$ cat src/rtl/ristretto_lsu_lane.sv
// ristretto_lsu_lane: load/store unit for the execute stage.
// Aligns byte lanes from the low EA bits, sign/zero-extends loads, replicates
// store data, traps misaligned accesses locally and turns bus errors or
// handshake timeouts into access faults with a single-cycle done pulse.
module ristretto_lsu_lane #(
  parameter int DataWidth     = 32,
  parameter int AddressWidth  = 32,
  parameter int TimeoutCycles = 0
) (
  input  logic                      clk_i,
  input  logic                      rstn_i,
  input  logic                      lsu_op_en_i,
  input  logic                      lsu_op_i,
  input  logic [1:0]                lsu_op_size_i,
  input  logic                      lsu_unsigned_i,
  input  logic [AddressWidth-1:0]   lsu_op_addr_i,
  input  logic [11:0]               lsu_woffset_i,
  input  logic [DataWidth-1:0]      lsu_op_data_i,
  input  logic                      lsu_rdata_ready_i,
  input  logic                      lsu_rdata_valid_i,
  input  logic                      lsu_rdata_err_i,
  input  logic [DataWidth-1:0]      lsu_rdata_data_i,
  output logic                      lsu_rdata_req_o,
  output logic [AddressWidth-1:0]   lsu_rdata_addr_o,
  output logic [DataWidth/8-1:0]    lsu_rdata_strb_o,
  input  logic                      lsu_wdata_ready_i,
  input  logic                      lsu_wdata_valid_i,
  input  logic                      lsu_wdata_err_i,
  output logic                      lsu_wdata_req_o,
  output logic [AddressWidth-1:0]   lsu_wdata_addr_o,
  output logic [DataWidth/8-1:0]    lsu_wdata_strb_o,
  output logic [DataWidth-1:0]      lsu_wdata_data_o,
  output logic                      lsu_busy_o,
  output logic                      lsu_done_o,
  output logic [DataWidth-1:0]      lsu_result_o,
  output logic [1:0]                lsu_misalig_op_o,
  output logic [1:0]                lsu_fault_op_o,
  output logic [AddressWidth-1:0]   lsu_invalid_addr_o
);

  localparam int NB = DataWidth / 8;
  localparam int OB = $clog2(NB);
  // Counter only ever needs to reach TimeoutCycles-1.
  localparam int CW = (TimeoutCycles > 1) ? $clog2(TimeoutCycles) : 1;

  typedef enum logic [1:0] {S_IDLE = 2'd0, S_REQ = 2'd1, S_RESP = 2'd2} state_t;

  state_t r_state, w_state_nxt;

  logic                    r_op, r_uns;
  logic [1:0]              r_size;
  logic [OB-1:0]           r_off;
  logic [AddressWidth-1:0] r_ea, r_maddr;
  logic [NB-1:0]           r_strb;
  logic [DataWidth-1:0]    r_wdata;
  logic [CW-1:0]           r_cnt;
  logic                    r_done;
  logic [1:0]              r_misalig, r_fault;
  logic [AddressWidth-1:0] r_inv;
  logic [DataWidth-1:0]    r_result;

  logic [AddressWidth-1:0] w_ea;
  logic [OB-1:0]           w_off;
  logic                    w_misal;
  logic [7:0]              w_len;
  logic [NB-1:0]           w_strb;
  logic [DataWidth-1:0]    w_wdata;
  logic [DataWidth-1:0]    w_sh, w_mask, w_ext;
  logic                    w_sbit;
  logic                    w_ready, w_valid, w_err, w_tmo;
  logic                    w_accept, w_misal_ev, w_resp, w_abort, w_fault_ev;
  logic                    w_req, w_busy;

  // Effective address: stores add the sign-extended 12-bit offset.
  assign w_ea  = lsu_op_i ? lsu_op_addr_i + {{(AddressWidth-12){lsu_woffset_i[11]}}, lsu_woffset_i}
                          : lsu_op_addr_i;
  assign w_off = w_ea[OB-1:0];

  // Alignment check, byte-length mask, and store data replication per size.
  always_comb begin
    w_misal = 1'b0;
    w_len   = 8'h01;
    w_wdata = {NB{lsu_op_data_i[7:0]}};
    case (lsu_op_size_i)
      2'b00: ;
      2'b01: begin
        w_misal = w_ea[0];
        w_len   = 8'h03;
        w_wdata = {(NB/2){lsu_op_data_i[15:0]}};
      end
      2'b10: begin
        w_misal = (w_ea[1:0] != 2'b00);
        w_len   = 8'h0F;
        w_wdata = {(NB/4){lsu_op_data_i[31:0]}};
      end
      default: begin
        // Dword only exists on a 64-bit bus.
        w_misal = (DataWidth == 32) || (w_ea[2:0] != 3'b000);
        w_len   = 8'hFF;
        w_wdata = lsu_op_data_i;
      end
    endcase
  end

  assign w_strb = NB'(w_len) << w_off;

  // Only the port chosen by the in-flight op participates in the handshake.
  assign w_ready = r_op ? lsu_wdata_ready_i : lsu_rdata_ready_i;
  assign w_valid = r_op ? lsu_wdata_valid_i : lsu_rdata_valid_i;
  assign w_err   = r_op ? lsu_wdata_err_i   : lsu_rdata_err_i;
  assign w_tmo   = (TimeoutCycles != 0) && (r_cnt == CW'(TimeoutCycles - 1));

  assign w_accept   = (r_state == S_IDLE) && lsu_op_en_i && !w_misal;
  assign w_misal_ev = (r_state == S_IDLE) && lsu_op_en_i && w_misal;
  // A response is only looked at once the request has been accepted.
  assign w_resp     = (r_state == S_RESP) && w_valid;
  // A response arriving on the timeout cycle still completes normally.
  assign w_abort    = (r_state != S_IDLE) && w_tmo && !w_resp;
  assign w_fault_ev = (w_resp && w_err) || w_abort;

  // Load alignment and extension: shift the addressed lane down, then mask/extend.
  assign w_sh = lsu_rdata_data_i >> {r_off, 3'b000};
  always_comb begin
    w_mask = '1;
    w_sbit = 1'b0;
    case (r_size)
      2'b00:   begin w_mask = DataWidth'(8'hFF);         w_sbit = w_sh[7];  end
      2'b01:   begin w_mask = DataWidth'(16'hFFFF);      w_sbit = w_sh[15]; end
      2'b10:   begin w_mask = DataWidth'(32'hFFFF_FFFF); w_sbit = w_sh[31]; end
      default: begin w_mask = '1;                        w_sbit = 1'b0;     end
    endcase
  end
  assign w_ext = (w_sh & w_mask) | ((!r_uns && w_sbit) ? ~w_mask : '0);

  // FSM state register.
  always_ff @(posedge clk_i or negedge rstn_i) begin
    if (!rstn_i) r_state <= S_IDLE;
    else         r_state <= w_state_nxt;
  end

  // FSM next state.
  always_comb begin
    w_state_nxt = r_state;
    case (r_state)
      S_IDLE:  if (w_accept) w_state_nxt = S_REQ;
      S_REQ:   if (w_tmo) w_state_nxt = S_IDLE;
               else if (w_ready) w_state_nxt = S_RESP;
      S_RESP:  if (w_valid || w_tmo) w_state_nxt = S_IDLE;
      default: w_state_nxt = S_IDLE;
    endcase
  end

  // FSM outputs: request and busy follow the state register directly so reset drops them at once.
  always_comb begin
    w_req  = (r_state == S_REQ);
    w_busy = (r_state != S_IDLE);
  end

  // Capture the accepted request; held unchanged until the op retires.
  always_ff @(posedge clk_i or negedge rstn_i) begin
    if (!rstn_i) begin
      r_op    <= 1'b0;
      r_uns   <= 1'b0;
      r_size  <= 2'b00;
      r_off   <= '0;
      r_ea    <= '0;
      r_maddr <= '0;
      r_strb  <= '0;
      r_wdata <= '0;
    end else if (w_accept) begin
      r_op    <= lsu_op_i;
      r_uns   <= lsu_unsigned_i;
      r_size  <= lsu_op_size_i;
      r_off   <= w_off;
      r_ea    <= w_ea;
      r_maddr <= {w_ea[AddressWidth-1:OB], {OB{1'b0}}};
      r_strb  <= w_strb;
      r_wdata <= w_wdata;
    end
  end

  // Timeout counter: cleared on entry to REQ, counts every busy cycle.
  always_ff @(posedge clk_i or negedge rstn_i) begin
    if (!rstn_i)                 r_cnt <= '0;
    else if (w_accept)           r_cnt <= '0;
    else if (r_state != S_IDLE)  r_cnt <= r_cnt + 1'b1;
  end

  // Completion pulse and its qualifying status, zero outside the pulse.
  always_ff @(posedge clk_i or negedge rstn_i) begin
    if (!rstn_i) begin
      r_done    <= 1'b0;
      r_misalig <= 2'b00;
      r_fault   <= 2'b00;
      r_inv     <= '0;
    end else begin
      r_done    <= w_misal_ev || w_resp || w_abort;
      r_misalig <= w_misal_ev ? (lsu_op_i ? 2'b10 : 2'b01) : 2'b00;
      r_fault   <= w_fault_ev ? (r_op ? 2'b10 : 2'b01) : 2'b00;
      r_inv     <= w_misal_ev ? w_ea : (w_fault_ev ? r_ea : '0);
    end
  end

  // Load result: only successful loads overwrite it.
  always_ff @(posedge clk_i or negedge rstn_i) begin
    if (!rstn_i)                           r_result <= '0;
    else if (w_resp && !w_err && !r_op)    r_result <= w_ext;
  end

  assign lsu_rdata_req_o    = w_req && !r_op;
  assign lsu_rdata_addr_o   = lsu_rdata_req_o ? r_maddr : '0;
  assign lsu_rdata_strb_o   = lsu_rdata_req_o ? r_strb  : '0;
  assign lsu_wdata_req_o    = w_req && r_op;
  assign lsu_wdata_addr_o   = lsu_wdata_req_o ? r_maddr : '0;
  assign lsu_wdata_strb_o   = lsu_wdata_req_o ? r_strb  : '0;
  assign lsu_wdata_data_o   = lsu_wdata_req_o ? r_wdata : '0;
  assign lsu_busy_o         = w_busy;
  assign lsu_done_o         = r_done;
  assign lsu_result_o       = r_result;
  assign lsu_misalig_op_o   = r_misalig;
  assign lsu_fault_op_o     = r_fault;
  assign lsu_invalid_addr_o = r_inv;

endmodule

$ cat config.mk
export PLATFORM = sky130hd
export DESIGN_NAME = ristretto_lsu_lane
export DESIGN_NICKNAME = d
export VERILOG_FILES = /design/src/rtl/ristretto_lsu_lane.sv
export SDC_FILE = /design/constraint.sdc
export NUM_CORES = 1
export LEC_CHECK = 0
export CORE_UTILIZATION = 42
export DETAILED_ROUTE_END_ITERATION = 10
export HOLD_SLACK_MARGIN = 0.15
export PLACE_DENSITY = 0.78
export SLEW_MARGIN = 20
export SYNTH_ARGS = -nofsm -noshare
export SYNTH_HDL_FRONTEND = slang
export SYNTH_SLANG_ARGS = --single-unit
$ cat constraint.sdc
create_clock -name clk_i -period 2.1 [get_ports clk_i]
set_input_delay 0.42 -clock clk_i [delete_from_list [all_inputs] [get_ports clk_i]]
set_output_delay 0.42 -clock clk_i [all_outputs]
set_load 0.05 [all_outputs]
* Word level (Yosys, flattened, before mapping)
Cells that the tools add are included.
** Cells by class
- Add/sub/neg operators :: 1
- Equality and inequality tests :: 9
- Shift-type cells :: 2
- Multiplexer cells :: 25
- Bitwise operators :: 3
- Reduce and logical (&&, ||, !) cells :: 21
** Operator list (number)
- $mux 32 :: 7
- $pmux 32 s2 :: 2
- $add 32x32->32 :: 1
- $and 32x32->32 :: 1
- $not 32->32 :: 1
- $or 32x32->32 :: 1
- $shr 32x5->32 :: 1
- $mux 2 :: 7
- $pmux 4 s3 :: 1
- $logic_and 1x1->1 :: 10
- $mux 4 :: 2
- $eq 2x1->1 const B :: 3
- $eq 2x2->1 const B :: 3
- $logic_not 2->1 :: 3
- $ne 2x2->1 const B :: 3
- $pmux 1 s3 :: 2
- $pmux 2 s3 :: 1
- $logic_not 1->1 :: 4
- $reduce_bool 2->1 :: 2
- $shl 4x2->4 :: 1
- $mux 1 :: 3
- $reduce_and 3->1 :: 1
- $logic_or 1x1->1 :: 1
** Storage, ports and cells
- Bits in registers :: 175
- Bits of input ports :: 121
- Output and inout port bits :: 176
- Logic and storage cells :: 75

* Depth between registers and ports, before layout
- Depth in word-level cells :: 8
- Gate-level depth with buffers :: 12
- Gate-level depth less buffers :: 11

* Least setup slack after synthesis
No wires, ideal clock.
- Path kind :: in2reg
- Start point :: input lsu_op_addr_i[0]
- End point :: register r_ea[20]
- Setup time :: 0.125 ns
- Arrival :: 2.637 ns
- Required time :: 1.975 ns
- Path slack :: -0.661 ns
- Stages on the path :: 11
- Path through :: ha_1 > fa_1 > a21oi_1 > o211ai_1 > nand4_1 > a21oi_1 > nor3_1 > o21ai_0 > xor2_1 > mux2_2 > mux2_2
** Between the ends
- Cells in the longest elaborated chain, start to end :: 6
** Ends and longest elaborated chain
- from (decl) :: line 16 : input logic [AddressWidth-1:0] lsu_op_addr_i,
- $add 32x32->32 :: line 75 : assign w_ea = lsu_op_i ? lsu_op_addr_i + {{(AddressWidth-12){lsu_woffset_i[11]}}, lsu_woffset_i}
- $mux 32 * :: line 75
- $reduce_bool 2->1 :: line 92 : w_misal = (w_ea[1:0] != 2'b00);
- $pmux 1 s3 :: line 84 : case (lsu_op_size_i)
- $logic_not 1->1 :: line 113 : assign w_accept = (r_state == S_IDLE) && lsu_op_en_i && !w_misal;
- $logic_and 1x1->1 :: line 113
- to (signal assigned) :: line 175 : r_ea <= w_ea;
- to (decl) :: line 53 : logic [AddressWidth-1:0] r_ea, r_maddr;
Every way passes the cells marked *; elsewhere a longest branch is shown, timed or not.
A chain may end at the register's enable or synchronous reset.

* Worst setup path after layout
- Start point :: input lsu_woffset_i[11]
- End point :: register r_ea[31]
** Between the ends
- Cells in the longest elaborated chain, start to end :: 2
** Ends and longest elaborated chain
- from (decl) :: line 17 : input logic [11:0] lsu_woffset_i,
- $add 32x32->32 :: line 75
- $mux 32 :: line 75
No other way between the ends.

==> impl_metrics.json <==
{
  "outcome": "complete, but fails checks",
  "violations": "setup timing",
  "hold_class": "input port to flop",
  "min_from": "lsu_op_addr_i[2]",
  "rsz0062_at_grt": "true",
  "setup_slack_ps": -477.3,
  "ys_seq_elements": 143,
  "fin_tns_setup_ps": -35780,
  "async_flop_share_pct": 100.0,
  "crit_start": "lsu_woffset_i[11]",
  "max_freq_mhz": 388.0,
  "grt_usage_pct": 33.68,
  "cts_buffers": 17,
  "place_hpwl_mm": 23.00,
  "relSlewSlack_pct": 63.36,
  "synth_edf_count": 0,
  "wire_per_inst_um": 21.64,
  "drc_errors": 0,
  "endpoint_kind": "flop",
  "clk_latency_ps": 430,
  "yosysSeqAreaShare_pct": 40.52,
  "cap_violations": 0,
  "drt-total-wl_mm": 37.92,
  "worstPathRequired_ps": 2410,
  "drt_iter0_drc": 659,
  "hold_viol": 0,
  "ir_drop_uv": 643.6,
  "area_growth_pct": 85.28,
  "fp.dieW_um": 147.0,
  "max_stage_delay_ps": 500,
  "maxSlewViolCount": 0,
  "syn_avg_cell_area_um2": 8.607,
  "cts_buffer_depth": 2,
  "p_leak_nw": 7.298,
  "synth_mux_area_share_pct": 9.564,
  "synth_area_leaders": "dfrtp_1 (41%), nand2_1 (7.4%), and2_1 (7.4%)",
  "antenna_found_initial": 1,
  "critical_path_arrival_ps": 2890,
  "synth_top_cell_area_share_pct": 40.52,
  "worstPathMaxFanout": 6,
  "grt_overflow": 0,
  "synth_ff_type": "dfrtp_1",
  "synth-xor-area-share_pct": 2.678,
  "yosysTopAreaCell": "dfrtp_1",
  "skew_ps": 12.19,
  "cts-root-buf": "clkbuf_16",
  "synthCells": 1026,
  "dp_slack_ps": -1229,
  "path_cells": "buf_12 > buf_12 > ha_4 > buf_4 > nand2_1 > nor4_1 > o2111a_2 > o211ai_2 > a2111o_1 > o311ai_4 > xnor2_2 > o21ai_1",
  "grt_max_degree": 50,
  "final.period_utilization_pct": 122.7,
  "period_minus_slack_ps": 2577,
  "port_buffers": 292,
  "rows": 52,
  "cts_tree": "built",
  "timing.rr.start": "r_off[0]$_DFFE_PN0P_",
  "core_area_um2": 20430,
  "routabilityCongestion": 0.9218,
  "vias_per_cell": 5.683,
  "grt_pass1_wl_mm": 56.41,
  "critPathMostFrequentCell": "buf_12",
  "yosys_warnings": 0,
  "hold-worst-slack_ps": 332.6,
  "synthSimpleGateAreaFrac_pct": 21.24,
  "synth_top_family_by_area": "simple AND/OR/NAND/NOR gates",
  "ant_nets": 0,
  "power.density_nw_per_um2": 1205,
  "htreeDepth": 4,
  "die_y_um": 147.0,
  "cts.clk_slew.worst_paths_ps": 60,
  "setup_viol": 140,
  "start_util_pct": 43.23,
  "worst_slew_pin_slew_ps": 545.5,
  "worst_path_max_delay_cell": "a2111o_1",
  "final_nets": 1622,
  "die_area_um2": 21610,
  "worst_setup_path_start_kind": "input port",
  "clkSinkCount": 143,
  "synth_compound_area_share_pct": 17.68,
  "yosysUniqueCellTypes": 67,
  "drtPass1Iterations": 5,
  "num_io_pins": 297,
  "path_class": "input port to flop",
  "layout_commonest_cell": "nand2_1",
  "syn-cell-area_um2": 8831,
  "final_cell_mix": "nand2_1 (167), clkdlybuf4s50_1 (150), dfrtp_1 (142)",
  "synth_adder_area_share_pct": 4.619,
  "path_buf_inv": 3,
  "fill_cells": 1166,
  "critPathTopFamily": "compound AO/OA/AOI/OAI gates",
  "grt_pass1_vias": 10410,
  "drive_gt1_share_pct": 38.89,
  "vias": 9956
}
==> cells in the mapped netlist, types with 3 or more instances <==
| master | number |
|---|---|
| dfrtp_1 | 143 |
| a31oi_1 | 5 |
| o211ai_1 | 3 |
| nand2b_1 | 7 |
| buf_2 | 8 |
| o21a_1 | 3 |
| o21ai_1 | 6 |
| nor2_1 | 67 |
| o21ai_0 | 112 |
| mux2_2 | 19 |
| xnor2_1 | 14 |
| nor3_1 | 5 |
| and2_1 | 104 |
| a21o_1 | 10 |
| and3_1 | 6 |
| nand2_1 | 175 |
| buf_4 | 5 |
| mux2i_1 | 63 |
| buf_1 | 10 |
| ha_1 | 31 |
| xor2_1 | 13 |
| clkbuf_1 | 44 |
| nand3_1 | 8 |
| inv_1 | 9 |
| nor2b_1 | 10 |
| a21oi_1 | 96 |
==> metal layers <==
layer  GRT usage [%]  vias up  routed length [µm]
li1                -     4404                   -
met1           39.66     4885               13910
met2           60.12      527               19490
met3           6.273      140                2841
met4           13.87        0                1675
met5               0        -                   0
==> worst min-delay path, delay by kind of cell <==
kind / cells / cell delay, ps
AOI/OAI and AO/OA: 2 / 220
buffers and inverters: 1 / 80
==> per-stage QoR <==
stage	std cells	area, µm²	power [mW]	utilization (%)
detailed placement	1657	14310	14.70	70.05
finish	1752	16360	19.72	80.09
CTS	1743	16050	18.96	78.58
global placement	1657	14310	14.41	70.05
floorplan	1029	9233	10.42	-
global route	1751	16360	20.53	80.08
==> registers in the layout, summed over array words and instances (netlist names) <==
signal	cells
lsu_done_o	1
lsu_fault_op_o	2
lsu_invalid_addr_o	32
lsu_misalig_op_o	2
lsu_result_o	32
r_ea	31
r_off	1
r_op	1
r_size	2
r_state	2
r_strb	4
r_uns	1
r_wdata	32
==> where the power goes <==
| group | switching, mW | internal, mW |
|---|---|---|
| Clock | 1.29 | 1.78 |
| Combinational | 6.64 | 5.18 |
| Sequential | 0.936 | 3.89 |
| Total | 8.87 | 10.9 |
==> final cells by class <==
class | instances | area (µm²) | share of cell area [%]
Antenna cell | 1 | 2.502 | 0.01529
Sequential cell | 143 | 3580 | 21.88
Clock buffer | 19 | 442.9 | 2.707
Multi-Input combinational cell | 808 | 5879 | 35.93
Timing Repair Buffer | 489 | 5946 | 36.34
Tap cell | 270 | 337.8 | 2.065
Clock inverter | 12 | 136.4 | 0.8335
Inverter | 10 | 37.54 | 0.2294
==> timing repair <==
| action | 4_1_cts | 5_1_grt |
|---|---|---|
| buffers inserted | 46 | 26 |
| pin swaps | 100 | 64 |
| hold buffers | 1 | 0 |
| resized for setup | 269 | 110 |
| gates cloned | 11 | 3 |
| hold endpoints to repair | 46 | 0 |
| setup endpoints to repair | 228 | 159 |
==> worst paths after layout <==
check                                             endpoint  slack (ps)  cells past startpoint
setup reg to reg              lsu_result_o[17]$_DFFE_PN0P_          40                      8
hold reg to reg                    r_wdata[10]$_DFFE_PN0P_         500                      2
max in group asynchronous  lsu_invalid_addr_o[8]$_DFF_PN0_         910                      3
hold / removal             lsu_invalid_addr_o[2]$_DFF_PN0_         330                      3
setup / recovery                      r_ea[31]$_DFFE_PN0P_        -480                     12
min in group asynchronous          r_wdata[18]$_DFFE_PN0P_         520                      2
==> kinds of logic (layout without fill, tap and decap cells) <==
logic type,Yosys count,after routing
xor+xnor,27,27
other cells,1,5
fa+ha+maj,32,32
buf+inv,78,530
flops,143,143
mux,82,82
compound gates,267,267
simple gates,396,396
Power figures use the tool's default switching activity.
